## config.mk

```make
export PLATFORM = sky130hd
export DESIGN_NAME = mem_bus_arbiter
export DESIGN_NICKNAME = d
export VERILOG_FILES = /design/src/rtl/mem_bus_arbiter.sv
export SDC_FILE = /design/constraint.sdc
export NUM_CORES = 1
export LEC_CHECK = 0
export CAP_MARGIN = 10
export CORE_ASPECT_RATIO = 0.5
export CORE_MARGIN = 2
export CORE_UTILIZATION = 27
export DETAILED_ROUTE_END_ITERATION = 8
export MAX_ROUTING_LAYER = met4
export PLACE_DENSITY = 0.77
export SYNTH_ARGS = -nofsm -noshare
export SYNTH_HDL_FRONTEND = slang
export SYNTH_SLANG_ARGS = --single-unit
```

## constraint.sdc

```tcl
create_clock -name sys_clk -period 3 [get_ports sys_clk]
set_clock_uncertainty 0.05 [all_clocks]
set_input_delay 0.45 -clock sys_clk [delete_from_list [all_inputs] [get_ports sys_clk]]
set_output_delay 0.45 -clock sys_clk [all_outputs]
set_load 0.02 [all_outputs]
```

## src/rtl/mem_bus_arbiter.sv

```systemverilog
// -----------------------------------------------------------------------------
// mem_bus_arbiter
//
// Two-master arbiter in front of a single-port synchronous RAM. Master 0 is the
// CPU, master 1 is the DMA engine. Each transfer takes exactly three cycles:
// IDLE (arbitrate and launch), ACCESS (RAM strobe), DONE (ready pulse).
// Simultaneous requests are resolved round-robin. After reset, master 0 is
// preferred.
//
// Parameters
//   RAM_AW        word-address width of the RAM (2**RAM_AW 32-bit words)
//
// Ports
//   sys_clk       clock; all state changes on its rising edge
//   sys_resetn    asynchronous active-low reset
//   mX_valid      request from master X; held with addr/wdata/wstrb until ready
//   mX_addr       byte address
//   mX_wdata      write data
//   mX_wstrb      byte strobes; nonzero = write, zero = read
//   mX_ready      one-cycle completion pulse to master X
//   m_rdata       read data, valid while a ready is high; zero otherwise
//   ram_address   registered RAM word address
//   ram_byteena   registered RAM byte enables
//   ram_data      registered RAM write data
//   ram_rden      registered RAM read enable (high only in ACCESS)
//   ram_wren      registered RAM write enable (high only in ACCESS)
//   ram_q         RAM read data, valid one cycle after ram_rden
//   bus_err       one-cycle pulse, aligned with ready, on out-of-range access
//   grant         one-hot owner of the current transfer; 00 when idle
// -----------------------------------------------------------------------------
module mem_bus_arbiter #(
    parameter int RAM_AW = 8
) (
    input  logic              sys_clk,
    input  logic              sys_resetn,

    input  logic              m0_valid,
    input  logic [31:0]       m0_addr,
    input  logic [31:0]       m0_wdata,
    input  logic [3:0]        m0_wstrb,
    output logic              m0_ready,

    input  logic              m1_valid,
    input  logic [31:0]       m1_addr,
    input  logic [31:0]       m1_wdata,
    input  logic [3:0]        m1_wstrb,
    output logic              m1_ready,

    output logic [31:0]       m_rdata,

    output logic [RAM_AW-1:0] ram_address,
    output logic [3:0]        ram_byteena,
    output logic [31:0]       ram_data,
    output logic              ram_rden,
    output logic              ram_wren,
    input  logic [31:0]       ram_q,

    output logic              bus_err,
    output logic [1:0]        grant
);

    typedef enum logic [1:0] {
        IDLE   = 2'd0,
        ACCESS = 2'd1,
        DONE   = 2'd2
    } state_t;

    // Control state
    state_t            state_q, state_d;
    logic [1:0]        grant_q, grant_d;
    logic              last_m1_q, last_m1_d;   // 1: master 1 was granted last
    logic              err_q, err_d;           // current transfer is out of range
    logic              rd_q, rd_d;             // current transfer is an in-range read
    logic              rden_q, rden_d;
    logic              wren_q, wren_d;

    // RAM-side datapath registers (no reset needed: qualified by rden/wren)
    logic [RAM_AW-1:0] addr_q, addr_d;
    logic [3:0]        be_q, be_d;
    logic [31:0]       data_q, data_d;

    // Winner selection: m1 wins if it is the sole requester, or if both
    // request and m0 was the last one served.
    logic              pick_m1;
    logic [31:0]       sel_addr;
    logic [31:0]       sel_wdata;
    logic [3:0]        sel_wstrb;
    logic              sel_inrange;
    logic              sel_write;

    always_comb begin
        pick_m1     = m1_valid && (!m0_valid || !last_m1_q);
        sel_addr    = pick_m1 ? m1_addr  : m0_addr;
        sel_wdata   = pick_m1 ? m1_wdata : m0_wdata;
        sel_wstrb   = pick_m1 ? m1_wstrb : m0_wstrb;
        sel_inrange = (sel_addr[31:RAM_AW+2] == '0);
        sel_write   = (sel_wstrb != 4'b0000);
    end

    // Byte-lane bits of the address are meaningless for a word-wide RAM.
    logic unused_addr_bits;
    assign unused_addr_bits = &{1'b0, sel_addr[1:0]};

    // Next-state and registered-output logic
    always_comb begin
        state_d   = state_q;
        grant_d   = grant_q;
        last_m1_d = last_m1_q;
        err_d     = err_q;
        rd_d      = rd_q;
        rden_d    = 1'b0;
        wren_d    = 1'b0;
        addr_d    = addr_q;
        be_d      = be_q;
        data_d    = data_q;

        unique case (state_q)
            IDLE: begin
                if (m0_valid || m1_valid) begin
                    state_d   = ACCESS;
                    grant_d   = pick_m1 ? 2'b10 : 2'b01;
                    last_m1_d = pick_m1;
                    err_d     = !sel_inrange;
                    rd_d      = sel_inrange && !sel_write;
                    // RAM strobes are registered here so they are high
                    // exactly during the ACCESS cycle.
                    rden_d    = sel_inrange && !sel_write;
                    wren_d    = sel_inrange &&  sel_write;
                    addr_d    = sel_addr[RAM_AW+1:2];
                    be_d      = sel_wstrb;
                    data_d    = sel_wdata;
                end
            end
            ACCESS: begin
                // Transfer is committed; a dropped valid does not abort it.
                state_d = DONE;
            end
            DONE: begin
                state_d = IDLE;
                grant_d = 2'b00;
                err_d   = 1'b0;
                rd_d    = 1'b0;
            end
            default: begin
                state_d = IDLE;
                grant_d = 2'b00;
                err_d   = 1'b0;
                rd_d    = 1'b0;
            end
        endcase
    end

    always_ff @(posedge sys_clk or negedge sys_resetn) begin
        if (!sys_resetn) begin
            state_q   <= IDLE;
            grant_q   <= 2'b00;
            last_m1_q <= 1'b1;      // makes m0 the preferred master after reset
            err_q     <= 1'b0;
            rd_q      <= 1'b0;
            rden_q    <= 1'b0;
            wren_q    <= 1'b0;
        end else begin
            state_q   <= state_d;
            grant_q   <= grant_d;
            last_m1_q <= last_m1_d;
            err_q     <= err_d;
            rd_q      <= rd_d;
            rden_q    <= rden_d;
            wren_q    <= wren_d;
        end
    end

    always_ff @(posedge sys_clk) begin
        addr_q <= addr_d;
        be_q   <= be_d;
        data_q <= data_d;
    end

    // Outputs: everything master-facing is decoded from registered state, so
    // an asynchronous reset clears it immediately.
    logic in_done;

    always_comb begin
        in_done     = (state_q == DONE);
        grant       = grant_q;
        m0_ready    = in_done && grant_q[0];
        m1_ready    = in_done && grant_q[1];
        bus_err     = in_done && err_q;
        m_rdata     = (in_done && rd_q) ? ram_q : 32'h0000_0000;
        ram_address = addr_q;
        ram_byteena = be_q;
        ram_data    = data_q;
        ram_rden    = rden_q;
        ram_wren    = wren_q;
    end

endmodule

```

==> flow_summary.toml <==
[final_layout]
multi_input_area_sq_um = 990
layout-drive-gt1-share_pct = 14.1
antenna_cells = 0
syn2layout_area_growth_pct = 108
design_area_sq_um = 5390
stdcell_count = 554
post-route-util_pct = 57.4
fin_nets = 604
ff_latch_area_sq_um = 1550
fillers = 800

[clock_network]
clock_sinks = 53
path_clk_slew_ps = 60
cts_resized = 0
ctsHoldBuffers = 0
postCtsSetupBuffers = 0
clock_path_buffers = 2
cts_tree = "yes"
insertion_delay_ps = 280
ctsRootBufferMaster = "clkbuf_16"
htreeDepth = 2
cts_made_buffers = 5

[route]
drcViolationCount = 0
drt-initial-drc-count = 97
vias_per_cell = 4.38
drtAntennaViolNets = 0
wire_per_inst_um = 16.3
num_vias = 2429
dr.pass1.iters = 4
routed_wl_mm = 9.04

[yosys]
synth_compound_area_share_pct = 3.62
synth.yosys.seq_area_share_pct = 59.7
synth-async-reset-ratio_pct = 17.0
ys.flop_type = "edfxtp_1"
synth-simple-area-share_pct = 15.2
ys_seq_elements = 53
synthCells = 183
synth.mux.area_fraction_pct = 19.1
avgSynthCellArea_sq_um = 14.2
synth_fa_ha_area_share_pct = 0
synth_top_family_by_area = "multiplexers"
synth_warnings = 0
synthesis.area_sq_um = 2590
ys_types = 31
syn_nets = 355
synth_edf_count = 44
synth_xor_area_share_pct = 0

[critical_path]
slowest_stage = "clkdlybuf4s50_1"
critPathArrivalTime_ps = 2020
worst_path_largest_cell_delay_ps = 610
cp_cell_sequence = "and2b_1 > buf_4 > and3_1 > clkdlybuf4s50_1"
startpoint = "state_q[0]$_DFFE_PN0N_"
cp.required_ps = 2500
crit_type = "flop to output pin"
worstSetupStartpointType = "flop"
cp_num_buf_inv = 2
critical-path-top-delay-family = "buffers and inverters"
end_kind = "output pin"
crit_fanout = 35
r2r_start = "last_m1_q$_DFFE_PN1P_"

[placement]
dp_cells = 546
dpl_cell_area_sq_um = 5240
dp_hpwl_mm = 7.34
gp_congestion = 0.784
io_buffer_count = 250

[pwr]
p_seq_share_pct = 38.2
p_int_mw = 2.16
power-per-cell-area_nw_per_um2 = 588
p_sw_share_pct = 31.8
clkPwrFrac_pct = 18.2
ir_worst_vdd_mv = 0.300
p_leak_nw = 2.03
power.switching_mw = 1.01
p_comb_share_pct = 43.6

[global_route]
grt.total_usage_pct = 17.4
grt_pass1_vias = 2488
overflow = 0
antenna_found_initial = 0
grt_first_pass_wirelength_mm = 13.5
grt_max_degree = 49

[timing]
tns_ps = 0
final_max_slew_viol_count = 0
relSlewSlack_pct = 51.4
fmax_mhz = 397
worst_slew_pin_slew_ps = 728
period_share_pct = 84.0
setup_viol = 0
hold_viol = 0
grt_setup_unrepaired = "false"
layout_min_cycle_time_ps = 2520

[hold_path]
min_path_type = "input pin to asynchronous set/reset pin"

[floorplanning]
coreArea_sq_um = 9380
die_area_sq_um = 10400
fp.dieH_um = 73.3
start_util_pct = 27.6
die_width_um = 143
io_pins = 255
num_rows = 25

[status]
outcome = "finished clean"

[run]
maxCapViolations = 0
[cell usage in the layout, fill, tap and decap left out, types with 2 or more instances in the layout]
| cell | n |
|---|---|
| and2_1 | 3 |
| and3_1 | 33 |
| buf_12 | 2 |
| clkbuf_1 | 2 |
| clkbuf_16 | 5 |
| clkdlybuf4s50_1 | 250 |
| dfrtp_1 | 8 |
| edfxtp_1 | 44 |
| mux2_2 | 44 |
| nand2_1 | 3 |
| nand4_1 | 2 |
| nor2_1 | 5 |
| nor4_1 | 11 |
| o21ai_0 | 2 |
[flip-flops by register name, indices dropped and copies added, names as in the netlist]
register	cells
ram_data	32
ram_address	8
ram_byteena	4
grant	2
state_q	2
err_q	1
last_m1_q	1
ram_rden	1
ram_wren	1
rd_q	1
[through the flow]
stage / worst slack, ps / power [mW] / hold WS [ps]
floorplan: 78.3 / 1.85 / 104
global placement: 685 / 2.61 / 435
detailed placement: 692 / 2.63 / 445
CTS: 460 / 3.21 / 445
global route: 384 / 3.34 / 461
finish: 481 / 3.17 / 426
[routing by layer]
layer	track usage, %	vias to the layer above	wire length, um
li1	-	1206	-
met1	20.7	1124	3570
met2	30.6	83	4760
met3	3.72	16	511
met4	4.73	0	208
met5	-	-	0
[power groups by stage]
stage | Clock, mW | Sequential, mW | Combinational, mW
after floorplan | 0 | 1.50 | 0.348
after global placement | 0 | 1.22 | 1.39
after detailed placement | 0 | 1.23 | 1.39
after CTS | 0.594 | 1.22 | 1.40
after global routing | 0.634 | 1.24 | 1.46
final | 0.576 | 1.21 | 1.38
[final timing paths]
path	cells after the start	to	slack (ps)
worst min register to register	2	grant[0]$_DFFE_PN0P_	450
max in group asynchronous	1	last_m1_q$_DFFE_PN1P_	2150
worst min-delay path	1	state_q[1]$_DFFE_PN0N_	430
worst max register to register	3	ram_byteena[2]$_DFFE_PP_	1320
worst max-delay path	4	m_rdata[18]	480
min in group sys_clk	2	grant[0]$_DFFE_PN0P_	450
[Yosys cell counts, types with 2 or more instances]
master     n  area [sq um]
nand4_1    2          12.5
buf_2      3          15.0
edfxtp_1  44          1320
nor4_1    11          68.8
clkbuf_1   6          22.5
and3_1    33           206
and2_1     3          18.8
nor2_1     5          18.8
dfrtp_1    8           200
mux2_2    44           495
nand2_1    3          11.3
o21ai_0    2          10.0
[cells by family after synthesis]
logic type | count (synthesis)
flip-flops | 53
AND/OR/NAND/NOR | 64
AO/OA/AOI/OAI | 10
buffers and inverters | 12
multiplexers | 44
[layout make-up]
type | count | area share, %
Tap cell | 121 | 2.81
Inverter | 1 | 0.0697
Multi-Input combinational cell | 118 | 18.4
Sequential cell | 53 | 28.7
Clock buffer | 8 | 2.72
Timing Repair Buffer | 253 | 47.3
(Power assumes the default switching activity.)
